[src/rtl/pprm_pkg.sv]
// Shared types, constants and GF(2^4) arithmetic for the PPRM pipeline.
// Field polynomial x^4+x+1; zero has no inverse and is mapped to zero.
package pprm_pkg;

    typedef logic [3:0] gf16_t;

    localparam logic [4:0] GF16_POLY = 5'b10011;

    // The state value doubles as the occupancy count; without the skid
    // buffer ST_ONE plays the role of FULL and ST_TWO is never reached.
    typedef enum logic [1:0] {
        ST_EMPTY = 2'd0,
        ST_ONE   = 2'd1,
        ST_TWO   = 2'd2
    } occ_state_e;

    typedef struct packed {
        gf16_t a;
        gf16_t b;
        gf16_t d;
    } entry_t;

    function automatic gf16_t gf16_mul(input gf16_t x, input gf16_t y);
        gf16_t acc;
        gf16_t sh;
        acc = '0;
        sh  = x;
        for (int i = 0; i < 4; i++) begin
            if (y[i]) begin
                acc = acc ^ sh;
            end
            sh = sh[3] ? ({sh[2:0], 1'b0} ^ GF16_POLY[3:0]) : {sh[2:0], 1'b0};
        end
        return acc;
    endfunction

    // The multiplicative group has order 15, so c^-1 = c^14 = c^2*c^4*c^8.
    function automatic gf16_t gf16_inv(input gf16_t c);
        gf16_t c2;
        gf16_t c4;
        gf16_t c8;
        c2 = gf16_mul(c, c);
        c4 = gf16_mul(c2, c2);
        c8 = gf16_mul(c4, c4);
        return gf16_mul(gf16_mul(c2, c4), c8);
    endfunction

endpackage

[src/rtl/gf16_inv_comb.sv]
// Purely combinational GF(2^4) inverter (x^4+x+1); 0 maps to 0.
module gf16_inv_comb
    import pprm_pkg::*;
(
    input  logic [3:0] c_in,
    output logic [3:0] d_out
);

    assign d_out = gf16_inv(c_in);

endmodule

[src/rtl/pprm_stage_2.sv]
// PPRM stage 2: forwards A/B and registers D = C^-1 behind a valid/ready pipe.
// Define PPRM_STAGE2_SKID_EN for the 2-entry skid buffer; default is 1 entry.
module pprm_stage_2
    import pprm_pkg::*;
#(
    parameter int unsigned ZERO_ON_IDLE = 1
) (
    input  logic       clk,
    input  logic       rst,
    input  logic       in_valid,
    output logic       in_ready,
    input  logic [3:0] in_a,
    input  logic [3:0] in_b,
    input  logic [3:0] in_c,
    output logic       out_valid,
    input  logic       out_ready,
    output logic [3:0] out_a,
    output logic [3:0] out_b,
    output logic [3:0] out_d,
    output logic [1:0] occupancy
);

    // Handshake: a transfer happens on a side only in a cycle where that
    // side's valid and ready are both 1; out_valid/data hold until taken.

    occ_state_e state_q, state_d;
    entry_t     head_q, head_d;
    logic       out_valid_q, out_valid_d;
    logic       in_ready_q, in_ready_d;
    logic       accept;
    logic       xfer;
    gf16_t      d_new;
    entry_t     new_entry;

    gf16_inv_comb u_inv (
        .c_in  (in_c),
        .d_out (d_new)
    );

    assign new_entry = '{a: in_a, b: in_b, d: d_new};
    assign accept    = in_valid & in_ready;
    assign xfer      = out_valid_q & out_ready;

`ifdef PPRM_STAGE2_SKID_EN
    entry_t skid_q, skid_d;

    assign in_ready = in_ready_q;

    always_comb begin
        state_d = state_q;
        head_d  = head_q;
        skid_d  = skid_q;
        case (state_q)
            ST_EMPTY: begin
                if (accept) begin
                    head_d  = new_entry;
                    state_d = ST_ONE;
                end
            end
            ST_ONE: begin
                if (accept && xfer) begin
                    head_d = new_entry;
                end else if (accept) begin
                    skid_d  = new_entry;
                    state_d = ST_TWO;
                end else if (xfer) begin
                    state_d = ST_EMPTY;
                end
            end
            ST_TWO: begin
                if (xfer) begin
                    head_d  = skid_q;
                    state_d = ST_ONE;
                end
            end
            default: state_d = ST_EMPTY;
        endcase
        if ((ZERO_ON_IDLE != 0) && (state_d == ST_EMPTY)) begin
            head_d = '0;
        end
        out_valid_d = (state_d != ST_EMPTY);
        in_ready_d  = (state_d != ST_TWO);
    end

    always_ff @(posedge clk or posedge rst) begin
        if (rst) begin
            skid_q <= '0;
        end else begin
            skid_q <= skid_d;
        end
    end
`else
    // in_ready_q only marks "out of reset"; readiness itself is combinational.
    assign in_ready = in_ready_q & (~out_valid_q | out_ready);

    always_comb begin
        state_d = state_q;
        head_d  = head_q;
        case (state_q)
            ST_EMPTY: begin
                if (accept) begin
                    head_d  = new_entry;
                    state_d = ST_ONE;
                end
            end
            ST_ONE: begin
                if (accept) begin
                    head_d = new_entry;
                end else if (xfer) begin
                    state_d = ST_EMPTY;
                end
            end
            default: state_d = ST_EMPTY;
        endcase
        if ((ZERO_ON_IDLE != 0) && (state_d == ST_EMPTY)) begin
            head_d = '0;
        end
        out_valid_d = (state_d != ST_EMPTY);
        in_ready_d  = 1'b1;
    end
`endif

    always_ff @(posedge clk or posedge rst) begin
        if (rst) begin
            state_q     <= ST_EMPTY;
            head_q      <= '0;
            out_valid_q <= 1'b0;
            in_ready_q  <= 1'b0;
        end else begin
            state_q     <= state_d;
            head_q      <= head_d;
            out_valid_q <= out_valid_d;
            in_ready_q  <= in_ready_d;
        end
    end

    assign out_valid = out_valid_q;
    assign out_a     = head_q.a;
    assign out_b     = head_q.b;
    assign out_d     = head_q.d;
    assign occupancy = state_q;

endmodule

[config.mk]
export PLATFORM = sky130hd
export DESIGN_NAME = pprm_stage_2
export DESIGN_NICKNAME = d
export VERILOG_FILES = /design/src/rtl/pprm_pkg.sv /design/src/rtl/gf16_inv_comb.sv /design/src/rtl/pprm_stage_2.sv
export SDC_FILE = /design/constraint.sdc
export NUM_CORES = 1
export LEC_CHECK = 0
export ABC_AREA = 1
export CAP_MARGIN = 0
export CORE_ASPECT_RATIO = 0.75
export CORE_MARGIN = 8
export CORE_UTILIZATION = 40
export CTS_CLUSTER_DIAMETER = 80
export DETAILED_ROUTE_END_ITERATION = 8
export PLACE_DENSITY_LB_ADDON = 0.12
export SKIP_LAST_GASP = 1
export SYNTH_ARGS = -nofsm -noshare
export SYNTH_HDL_FRONTEND = slang
export SYNTH_SLANG_ARGS = --single-unit
[constraint.sdc]
create_clock -name clk -period 1.6 [get_ports clk]
set_clock_uncertainty 0.2 [all_clocks]
set_input_delay 0.4 -clock clk [delete_from_list [all_inputs] [get_ports clk]]
set_output_delay 0.4 -clock clk [all_outputs]
set_load 0.02 [all_outputs]
Word-level counts from Yosys, hierarchy flattened
Index checks and enable logic that the tools add are counted.
Widths: inputs -> output; s select.

storage, ports and cells
  bits in registers = 16
  input bits = 16
  output and inout port bits = 16
  logic and storage cells = 85

cells by class
  equality and inequality tests = 1
  muxes and demuxes = 39
  bitwise gates (word level) = 32
  reductions and logical operators = 7

operator list
  operator            number
  $mux 4              20
  $xor 4x4->4         15
  $mux 12             3
  $mux 2              15
  $not 2->2           12
  $reduce_bool 2->1   3
  $logic_not 2->1     2
  $pmux 2 s2          1
  $and 1x1->1         3
  $eq 2x1->1 const B  1
  $reduce_and 2->1    1
  $reduce_or 2->1     1
  $not 1->1           1
  $or 1x1->1          1

Depth between registers and ports, before layout
Gate-level depths: netlist (run 1).

  depth after elaboration = 34
  mapped depth = 22
  mapped depth without buffers = 22

Hierarchy
A second synthesis (run 1) with hierarchy kept.

unflattened totals
  cells, all modules = 337
  area total of the unflattened synthesis = 1984.4 µm²

modules (own cells, without submodules)
  module         instances  cells an instance  area each (µm²)  seq. area each (µm²)
  gf16_inv_comb  1          266                1258.7           0.0
  pprm_stage_2   1          71                 725.7            400.4

Least setup slack after synthesis (run 1)
OpenSTA, ideal clock, no wires.

  path type = register to register
  start = register out_valid_q (netlist: out_valid)
  end = register head_q (netlist bit out_a[0])
  library setup time = 0.065 ns
  arrival time = 2.147 ns
  required time = 1.335 ns
  setup slack = -0.812 ns
  stages on the path, launching flop included = 9
  path buffers = 1
  period minus slack after synthesis = 2.412 ns
  cell sequence = dfrtp_1 > a21boi_0 > nand2_1 > a21oi_2 > nand2_1 > inv_1 > buf_2 > nand2_1 > nand2_1

between the ends
  cells in the longest elaborated chain, start to end = 9
  elaborated cells between the ends (all ways) = 14
  those cells by class = mux: 5; bitwise: 5; reduce/logical: 4

ends and longest elaborated chain
  what                              line                                      source
  start, declared                   pprm_stage_2.sv:28                        logic out_valid_q, out_valid_d;
  start signal, assigned            pprm_stage_2.sv:132                       out_valid_q <= out_valid_d;
  $not 1->1 (*)                     pprm_stage_2.sv:94                        assign in_ready = in_ready_q & (~out_valid_q | out_ready);
  $or 1x1->1 (*)                    pprm_stage_2.sv:94
  $and 1x1->1 (*)                   pprm_stage_2.sv:94
  named net in_ready                pprm_stage_2.sv:11                        output logic in_ready,
  $and 1x1->1 (*)                   pprm_stage_2.sv:41                        assign accept = in_valid & in_ready;
  $mux 2, on equally long branches  pprm_stage_2.sv:107, pprm_stage_2.sv:101
  $pmux 2 s2 (*)                    pprm_stage_2.sv:99                        case (state_q)
  named net state_d[0]              pprm_stage_2.sv:26                        occ_state_e state_q, state_d;
  $logic_not 2->1 (*)               pprm_stage_2.sv:115                       if ((ZERO_ON_IDLE != 0) && (state_d == ST_EMPTY)) begin
  $reduce_bool 2->1 (no line)       n/a
  $reduce_and 2->1 (no line)        n/a
  end signal, assigned              pprm_stage_2.sv:126                       head_q <= '0;
  end signal, assigned              pprm_stage_2.sv:131                       head_q <= head_d;
  end, declared                     pprm_stage_2.sv:27                        entry_t head_q, head_d;

Mark *: on every way through the listed nets, which the timed path passes. The rest lies on a longest branch.
A chain may end at the register's enable or synchronous reset.

Final worst setup path (run 1)
  start = input in_c[0]
  end = register head_q (netlist bit out_d[2])

between the ends
  cells in the longest elaborated chain, start to end = 31
  elaborated cells between the ends (all ways) = 56
  those cells by class = mux: 32; bitwise: 24

ends and longest elaborated chain
  what                                     line                                      source
  start, declared                          pprm_stage_2.sv:14                        input logic [3:0] in_c,
  $mux 4                                   pprm_pkg.sv:29                            if (y[i]) begin
  $xor 4x4->4                              pprm_pkg.sv:30                            acc = acc ^ sh;
  $mux 4                                   pprm_pkg.sv:29
  $xor 4x4->4                              pprm_pkg.sv:30
  $mux 4                                   pprm_pkg.sv:29
  $xor 4x4->4                              pprm_pkg.sv:30
  $mux 4 (*)                               pprm_pkg.sv:29
  $mux 4 / $mux 2 (equally long branches)  pprm_pkg.sv:29, pprm_pkg.sv:32
  (+15 left out)                           n/a
  $mux 4                                   pprm_pkg.sv:29
  $xor 4x4->4                              pprm_pkg.sv:30
  $mux 4                                   pprm_pkg.sv:29
  $xor 4x4->4                              pprm_pkg.sv:30
  $mux 4 (*)                               pprm_pkg.sv:29
  $mux 12 (*)                              pprm_stage_2.sv:101, pprm_stage_2.sv:107
  $mux 12 (*)                              n/a
  $mux 12 (*)                              pprm_stage_2.sv:115

Mark *: on every way between the ends. The rest lies on a longest branch, timed or not. The select of a mux whose other input is x is not followed.

==> impl_metrics.csv, run 1 <==
group,metric,value,unit
critical_path,crit_type,"input port to register",
final_layout,final_cell_area,0.002357,mm^2
power_and_ir_drop,pwr-share-seq,0.255,
clock_network,number_of_cts_inserted_buffers,3,
critical_path,crit-reg2reg-capture,"out_b[3]",
power_and_ir_drop,ir_worst_vdd,0.5838,mV
critical_path,ff2ff_path_depth,8,
power_and_ir_drop,clockPowerShare,0.178,
yosys,ys_warn_count,0,
timing,fin_crit_sh,1.496,
detailed_routing,vias_per_cell,4.902,
timing,finalHoldViolations,0,
power_and_ir_drop,internal_power,1023,uW
yosys,synth-seq-cells,16,
yosys,synth.net_count,235,
yosys,yosysTopAreaCell,"sky130_fd_sc_hd__dfrtp_1",
clock_network,clock_tree.root_cell,"sky130_fd_sc_hd__clkbuf_8",
timing,final-setup-viol-count,5,
power_and_ir_drop,switching_share,0.4103,
power_and_ir_drop,power_per_cell_area,735.8,mW/mm^2
detailed_routing,drt-pass1-iter-count,5,
final_layout,finish.utilization,0.6655,
critical_path,timing.critical_path.required,1.54,ns
floorplanning,number_of_placed_i_o_pins,32,
global_route,grt_max_degree,17,
floorplanning,die_h,67.92,um
yosys,synth_sequential_area_ratio,0.2785,
final_layout,drive_above_1_share,0.4155,
timing,setup_repair_after_global_routing_missed_its_margin,"yes",
global_route,grt_pass1_vias,1433,
critical_path,reg2reg_launch_point,"out_valid",
detailed_routing,detail_route.iter0.violations,119,
final_layout,multi_input_comb_area,0.001164,mm^2
yosys,synth_area,0.001438,mm^2
power_and_ir_drop,power.combinational.fraction,0.566,
yosys,synth_area_leaders,"sky130_fd_sc_hd__dfrtp_1, sky130_fd_sc_hd__nand2_1, sky130_fd_sc_hd__nand3_1",
placement,port_buffers,31,
floorplanning,placeableCoreArea,0.003542,mm^2
detailed_routing,detail-route-antenna-nets,0,
critical_path,timing.critical_path.arrival,2.34,ns
final_layout,final_cell_mix,"sky130_fd_sc_hd__nand2_1, sky130_fd_sc_hd__buf_4, sky130_fd_sc_hd__nand2_2",
placement,detailed_place.area,0.002057,mm^2
floorplanning,die_area,0.005788,mm^2
timing,worst_slack,-0.7939,ns
global_route,overflow,0,
floorplanning,initial_utilization,0.4059,
final_layout,diodes,0,
placement,place_congestion,0.8651,
power_and_ir_drop,pleak,0.001268,uW
floorplanning,die-width,85.23,um
critical_path,critPathMaxFanout,6,
yosys,synth.avg_cell_area,6.656,um^2
clock_network,clock_insertion_delay_worst_skew,0.25,ns
clock_network,cts.sink_count,16,
clock_network,tritoncts,"yes",
final_layout,most_common_cell_after_layout_fill_and_taps_aside,"sky130_fd_sc_hd__nand2_1",
global_route,grt_pass1_wl,6465,um
yosys,synth_top_cell_area_share,0.2785,
clock_network,cts.path.max_buffers,2,
timing,max_freq,0.4177,GHz
clock_network,htreeDepth,1,
yosys,ys_types,29,
detailed_routing,detailroute.via_count,1598,
final_layout,fillers,299,
timing,finalCriticalPeriod,2.394,ns
placement,place_hpwl,3052,um
final_layout,areaGrowthSynthToFinish,63.97,%
critical_path,end_kind,"register",
clock_network,cts.clk_slew.worst_paths,0.06,ns
floorplanning,core.rowCount,19,
detailed_routing,wl,3934,um
critical_path,critical_path.startpoint_type,"input port",
detailed_routing,drc,0,
final_layout,seqCellArea,401.6,um^2
status,violations,"negative setup slack",
power_and_ir_drop,netSwitchingPower,711.6,uW
global_route,number_of_antenna_violations_at_the_first_check_in_global_routing,0,
final_layout,design.final.nets,304,
clock_network,holdBufCountCts,0,
run,maxcap_viol_count,0,
status,outcome,"finished with violations",
hold_path,worst_hold_path_type,"input port to async pin",
detailed_routing,drt-wirelength-per-cell,12.07,um
global_route,grt_util_all_layers,0.1352,
critical_path,regToRegSetupSlack,0,ns
yosys,synthesis.instances,216,
power_and_ir_drop,fin_total_pwr,1734,uW
timing,timing.hold.ws,0.2556,ns
timing,report.final.slew_viol_count,0,
[critical path, cell delays in order]
cell                      delay (ns)
sky130_fd_sc_hd__buf_8          0.11
sky130_fd_sc_hd__ha_4           0.30
sky130_fd_sc_hd__inv_4          0.06
sky130_fd_sc_hd__nand2_1        0.07
sky130_fd_sc_hd__nand3_2        0.08
sky130_fd_sc_hd__nand3_1        0.13
sky130_fd_sc_hd__nand2_4        0.10
sky130_fd_sc_hd__buf_4          0.14
sky130_fd_sc_hd__nor2_1         0.13
sky130_fd_sc_hd__nand2_1        0.09
sky130_fd_sc_hd__nand2_1        0.15
sky130_fd_sc_hd__nand2_4        0.09
sky130_fd_sc_hd__nor2_1         0.09
sky130_fd_sc_hd__nand2_1        0.09
sky130_fd_sc_hd__nand2_1        0.07
sky130_fd_sc_hd__nand2_1        0.04
sky130_fd_sc_hd__nand2_1        0.05
sky130_fd_sc_hd__nand2_1        0.04
sky130_fd_sc_hd__nand2_1        0.05
sky130_fd_sc_hd__nand2_1        0.04
[cells by family after synthesis]
family / share of synthesized area
adders and majority gates: 0.02611
and+or+nand+nor: 0.4856
other: 0.005224
xor gates and xnor gates: 0.04439
DFF: 0.2785
AOI/OAI and AO/OA: 0.07050
buffers and inverters: 0.08964
[power groups by stage]
stage | Clock [uW] | Sequential [uW] | Combinational, uW
global placement | 0 | 451 | 841
detailed placement | 0 | 451 | 845
finish | 309 | 442 | 982
global route | 343 | 446 | 1080
floorplan | 0 | 481 | 513
CTS | 315 | 443 | 876
[synth_stat cells]
master,count
sky130_fd_sc_hd__a211o_1,1
sky130_fd_sc_hd__a21boi_0,1
sky130_fd_sc_hd__a21oi_1,2
sky130_fd_sc_hd__a21oi_2,1
sky130_fd_sc_hd__a22o_1,2
sky130_fd_sc_hd__buf_2,1
sky130_fd_sc_hd__buf_6,1
sky130_fd_sc_hd__conb_1,2
sky130_fd_sc_hd__dfrtp_1,16
sky130_fd_sc_hd__ha_1,3
sky130_fd_sc_hd__inv_1,21
sky130_fd_sc_hd__inv_2,9
sky130_fd_sc_hd__nand2_1,86
sky130_fd_sc_hd__nand2_2,9
sky130_fd_sc_hd__nand2_4,2
sky130_fd_sc_hd__nand3_1,22
sky130_fd_sc_hd__nand3_2,4
sky130_fd_sc_hd__nand3_4,1
sky130_fd_sc_hd__nand3b_1,3
sky130_fd_sc_hd__nand4_1,7
sky130_fd_sc_hd__nand4_2,1
sky130_fd_sc_hd__nor2_1,10
sky130_fd_sc_hd__nor2_2,1
sky130_fd_sc_hd__o21ai_1,3
sky130_fd_sc_hd__o21ai_2,2
sky130_fd_sc_hd__o21ai_4,1
sky130_fd_sc_hd__or2_0,1
sky130_fd_sc_hd__xor2_1,1
sky130_fd_sc_hd__xor2_4,2
[flip-flops by register name (all words and copies together), names as in the netlist]
name / flops
out_d: 4
out_a: 4
in_ready_q: 1
occupancy: 2
out_valid: 1
out_b: 4
[worst max path at each step]
stage	slack [ns]	endpoint	start	cells after the start
2_1_floorplan	-0.67	out_d[2]	in_c[0]	21
3_3_place_gp	-1.46	out_d[2]	in_c[0]	22
3_5_place_dp	-1.49	out_d[2]	in_c[0]	22
4_1_cts	-0.74	out_d[2]	in_c[0]	23
5_1_grt	-0.95	out_d[0]	in_c[0]	20
6_report	-0.79	out_d[2]	in_c[0]	20
[cell type report]
type | instances | share of cell area
tap | 42 | 0.02229
multi-input combinational | 168 | 0.4936
timing repair buffer | 66 | 0.2404
sequential | 16 | 0.1704
inverter | 30 | 0.05414
clock buffer | 4 | 0.01911
[metrics by stage]
stage	std cells	setup TNS, ns	worst slack, ns
finish	326	-3.121	-0.7939
global route	326	-3.850	-0.9459
CTS	323	-2.833	-0.7420
detailed placement	317	-11.19	-1.486
global placement	317	-10.98	-1.464
floorplan	216	-3.480	-0.6707
[repair_timing]
| action | in CTS | in global routing |
|---|---|---|
| setup buffers | 2 | 3 |
| cloned | 0 | 0 |
| pin swaps | 20 | 33 |
| gates resized for setup | 60 | 39 |
| setup endpoints to repair | 29 | 13 |
[routing by layer]
layer | global-route usage | up-vias | wire length [um]
li1 | - | 826 | -
met1 | 0.1820 | 735 | 1846
met2 | 0.2223 | 35 | 1886
met3 | 0.03357 | 2 | 186
met4 | 0.01325 | 0 | 15
met5 | 0 | - | 0
No activity file was read; power rests on OpenSTA's default activity.
==> inputs of run 2 (changes only) <==
- CORE_MARGIN: 8 -> not set
==> impl_metrics.csv, run 2 (synthesized netlist as in run 1, its figures left out) <==
group,metric,value,unit
critical_path,regToRegSetupSlack,-0.01,ns
floorplanning,initial_utilization,0.4284,
critical_path,crit_path_start,"in_c[0]",
clock_network,cts.clk_slew.worst_paths,0.06,ns
floorplanning,number_of_placed_i_o_pins,32,
final_layout,diodes,0,
status,outcome,"finished with violations",
final_layout,final_cell_mix,"sky130_fd_sc_hd__nand2_1, sky130_fd_sc_hd__buf_4, sky130_fd_sc_hd__nand2_2",
critical_path,reg2reg_launch_point,"out_valid",
critical_path,end_kind,"register",
placement,place_hpwl,2841,um
placement,place_congestion,0.8338,
detailed_routing,drc,2,
clock_network,cts.path.max_buffers,2,
power_and_ir_drop,switching_share,0.4055,
floorplanning,die_h,53.92,um
critical_path,crit_family,"simple AND/OR/NAND/NOR gates",
power_and_ir_drop,power_per_cell_area,760.9,mW/mm^2
power_and_ir_drop,netSwitchingPower,736.1,uW
global_route,grt_pass1_wl,5858,um
clock_network,clock_tree.root_cell,"sky130_fd_sc_hd__clkbuf_8",
timing,worst_slack,-0.7755,ns
floorplanning,die_area,0.003840,mm^2
detailed_routing,detailroute.via_count,1609,
critical_path,slowest_delay,0.30,ns
placement,port_buffers,31,
power_and_ir_drop,fin_total_pwr,1816,uW
detailed_routing,vias_per_cell,4.951,
detailed_routing,detail-route-antenna-nets,0,
clock_network,htreeDepth,1,
global_route,grt_util_all_layers,0.1961,
clock_network,cts.sink_count,16,
clock_network,holdBufCountCts,0,
power_and_ir_drop,internal_power,1079,uW
critical_path,critPathMaxFanout,7,
run,maxcap_viol_count,0,
detailed_routing,drt-wirelength-per-cell,12.08,um
timing,finalCriticalPeriod,2.376,ns
critical_path,timing.critical_path.arrival,2.32,ns
final_layout,design.final.nets,305,
timing,finalHoldViolations,0,
critical_path,cp.buffers_inverters,2,
timing,fin_crit_sh,1.485,
final_layout,seqCellArea,401.6,um^2
global_route,grt_pass1_vias,1356,
detailed_routing,drt-pass1-iter-count,6,
clock_network,number_of_cts_inserted_buffers,3,
detailed_routing,wl,3927,um
critical_path,ff2ff_path_depth,10,
final_layout,fillers,266,
critical_path,critical_path.cell_chain,"buf_8 > ha_4 > inv_4 > nand2_4 > nand3_4 > o21ai_4 > nand2_2 > nand3_4 > nand3_4 > nand2_1 > nand2_1 > nand2_2 > nand2_4 > nor2_2 > nand2_1 > nand2_1 > nand2_1 > nand2_1 > nand2_1 > nand2_1 > nand2_1",
timing,setup_repair_after_global_routing_missed_its_margin,"yes",
power_and_ir_drop,clockPowerShare,0.198,
critical_path,critical_path.startpoint_type,"input port",
clock_network,tritoncts,"yes",
detailed_routing,detail_route.iter0.violations,53,
timing,report.final.slew_viol_count,0,
final_layout,areaGrowthSynthToFinish,65.97,%
global_route,grt_max_degree,17,
floorplanning,placeableCoreArea,0.003356,mm^2
floorplanning,die-width,71.23,um
final_layout,multi_input_comb_area,0.001175,mm^2
final_layout,most_common_cell_after_layout_fill_and_taps_aside,"sky130_fd_sc_hd__nand2_1",
critical_path,crit-reg2reg-capture,"out_d[2]",
critical_path,timing.critical_path.required,1.55,ns
hold_path,worst_hold_path_type,"input port to async pin",
power_and_ir_drop,ir_worst_vdd,0.3720,mV
status,violations,"design-rule violations, negative setup slack",
final_layout,drive_above_1_share,0.4316,
placement,dpl_worst_slack,-1.417,ns
critical_path,crit_type,"input port to register",
timing,max_freq,0.4210,GHz
timing,final-setup-viol-count,5,
power_and_ir_drop,pwr-share-seq,0.244,
clock_network,clock_insertion_delay_worst_skew,0.25,ns
global_route,number_of_antenna_violations_at_the_first_check_in_global_routing,0,
critical_path,critical_path.endpoint,"out_d[2]",
power_and_ir_drop,pleak,0.001288,uW
critical_path,critical_path.most_common_cell,"sky130_fd_sc_hd__nand2_1",
critical_path,cp_slowest_cell,"sky130_fd_sc_hd__ha_4",
global_route,overflow,0,
critical_path,cp_num_cells,21,
power_and_ir_drop,power.combinational.fraction,0.558,
floorplanning,core.rowCount,18,
==> run 2: changes by cell type in the layout (fill, tap and decap cells not counted), moves of 2 or more <==
| cell | delta |
|---|---|
| sky130_fd_sc_hd__nand3_2 | -2 |
| sky130_fd_sc_hd__nand2_2 | +4 |
| sky130_fd_sc_hd__nand2_1 | -5 |
| sky130_fd_sc_hd__nand3_1 | +2 |
| sky130_fd_sc_hd__inv_8 | +2 |
==> run 2: worst register-to-register path, delay by kind of cell (launching register included) <==
kind	cells	cell delay (ns)
flops	1	0.42
compound gates	1	0.16
buf+inv	4	0.49
simple gates	5	0.29
==> run 2: how the worst min path moves through the flow <==
stage,end
detailed placement,out_b[3]
global route,out_b[3]
floorplan,in_ready_q
finish,occupancy[1]
global placement,out_a[3]
CTS,occupancy[0]
==> run 2: layer usage <==
layer  up-vias  routed length [um]  track usage
li1        822                   -            -
met1       745                1869       0.2740
met2        39                1895       0.3238
met3         3                 139      0.04494
met4         0                  21      0.01667
met5         -                   0            0
==> run 2: final cells by class <==
type / instances / share of cell area
multi-input combinational: 168 / 0.4924
timing repair buffer: 66 / 0.2370
sequential: 16 / 0.1683
inverter: 30 / 0.05349
clock buffer: 4 / 0.02307
tap: 40 / 0.02098
timing repair inverter: 1 / 0.004719
==> run 2: power by group through the flow <==
stage                     Sequential (uW)  Clock [uW]  Combinational, uW
final                                 443         360               1010
after global routing                  445         390               1110
after CTS                             442         363                889
after detailed placement              450           0                849
after global placement                449           0                841
after floorplan                       481           0                513
==> run 2: metrics by stage <==
stage / TNS (ns) / cell area, um^2 / instances / hold WS [ns] / util
floorplan: -3.480 / 1491 / 216 / 0.1137 / -
global placement: -11.19 / 2047 / 314 / 0.2542 / 0.6100
detailed placement: -11.58 / 2047 / 314 / 0.2588 / 0.6100
CTS: -2.900 / 2171 / 320 / 0.2490 / 0.6469
global route: -3.952 / 2386 / 325 / 0.3064 / 0.7110
finish: -3.097 / 2386 / 325 / 0.2429 / 0.7110
==> run 2: what timing repair did <==
action,in CTS,in global routing
resized for setup,64,44
endpoints found under the setup margin,29,13
buffers inserted,2,4
pin swaps,18,31
cloned,0,1
==> inputs of run 3 (changes only) <==
- GPL_ROUTABILITY_DRIVEN: not set -> 0
==> results of run 3 <==
Same layout as run 2: the final DEF is identical, and so are final timing and power.
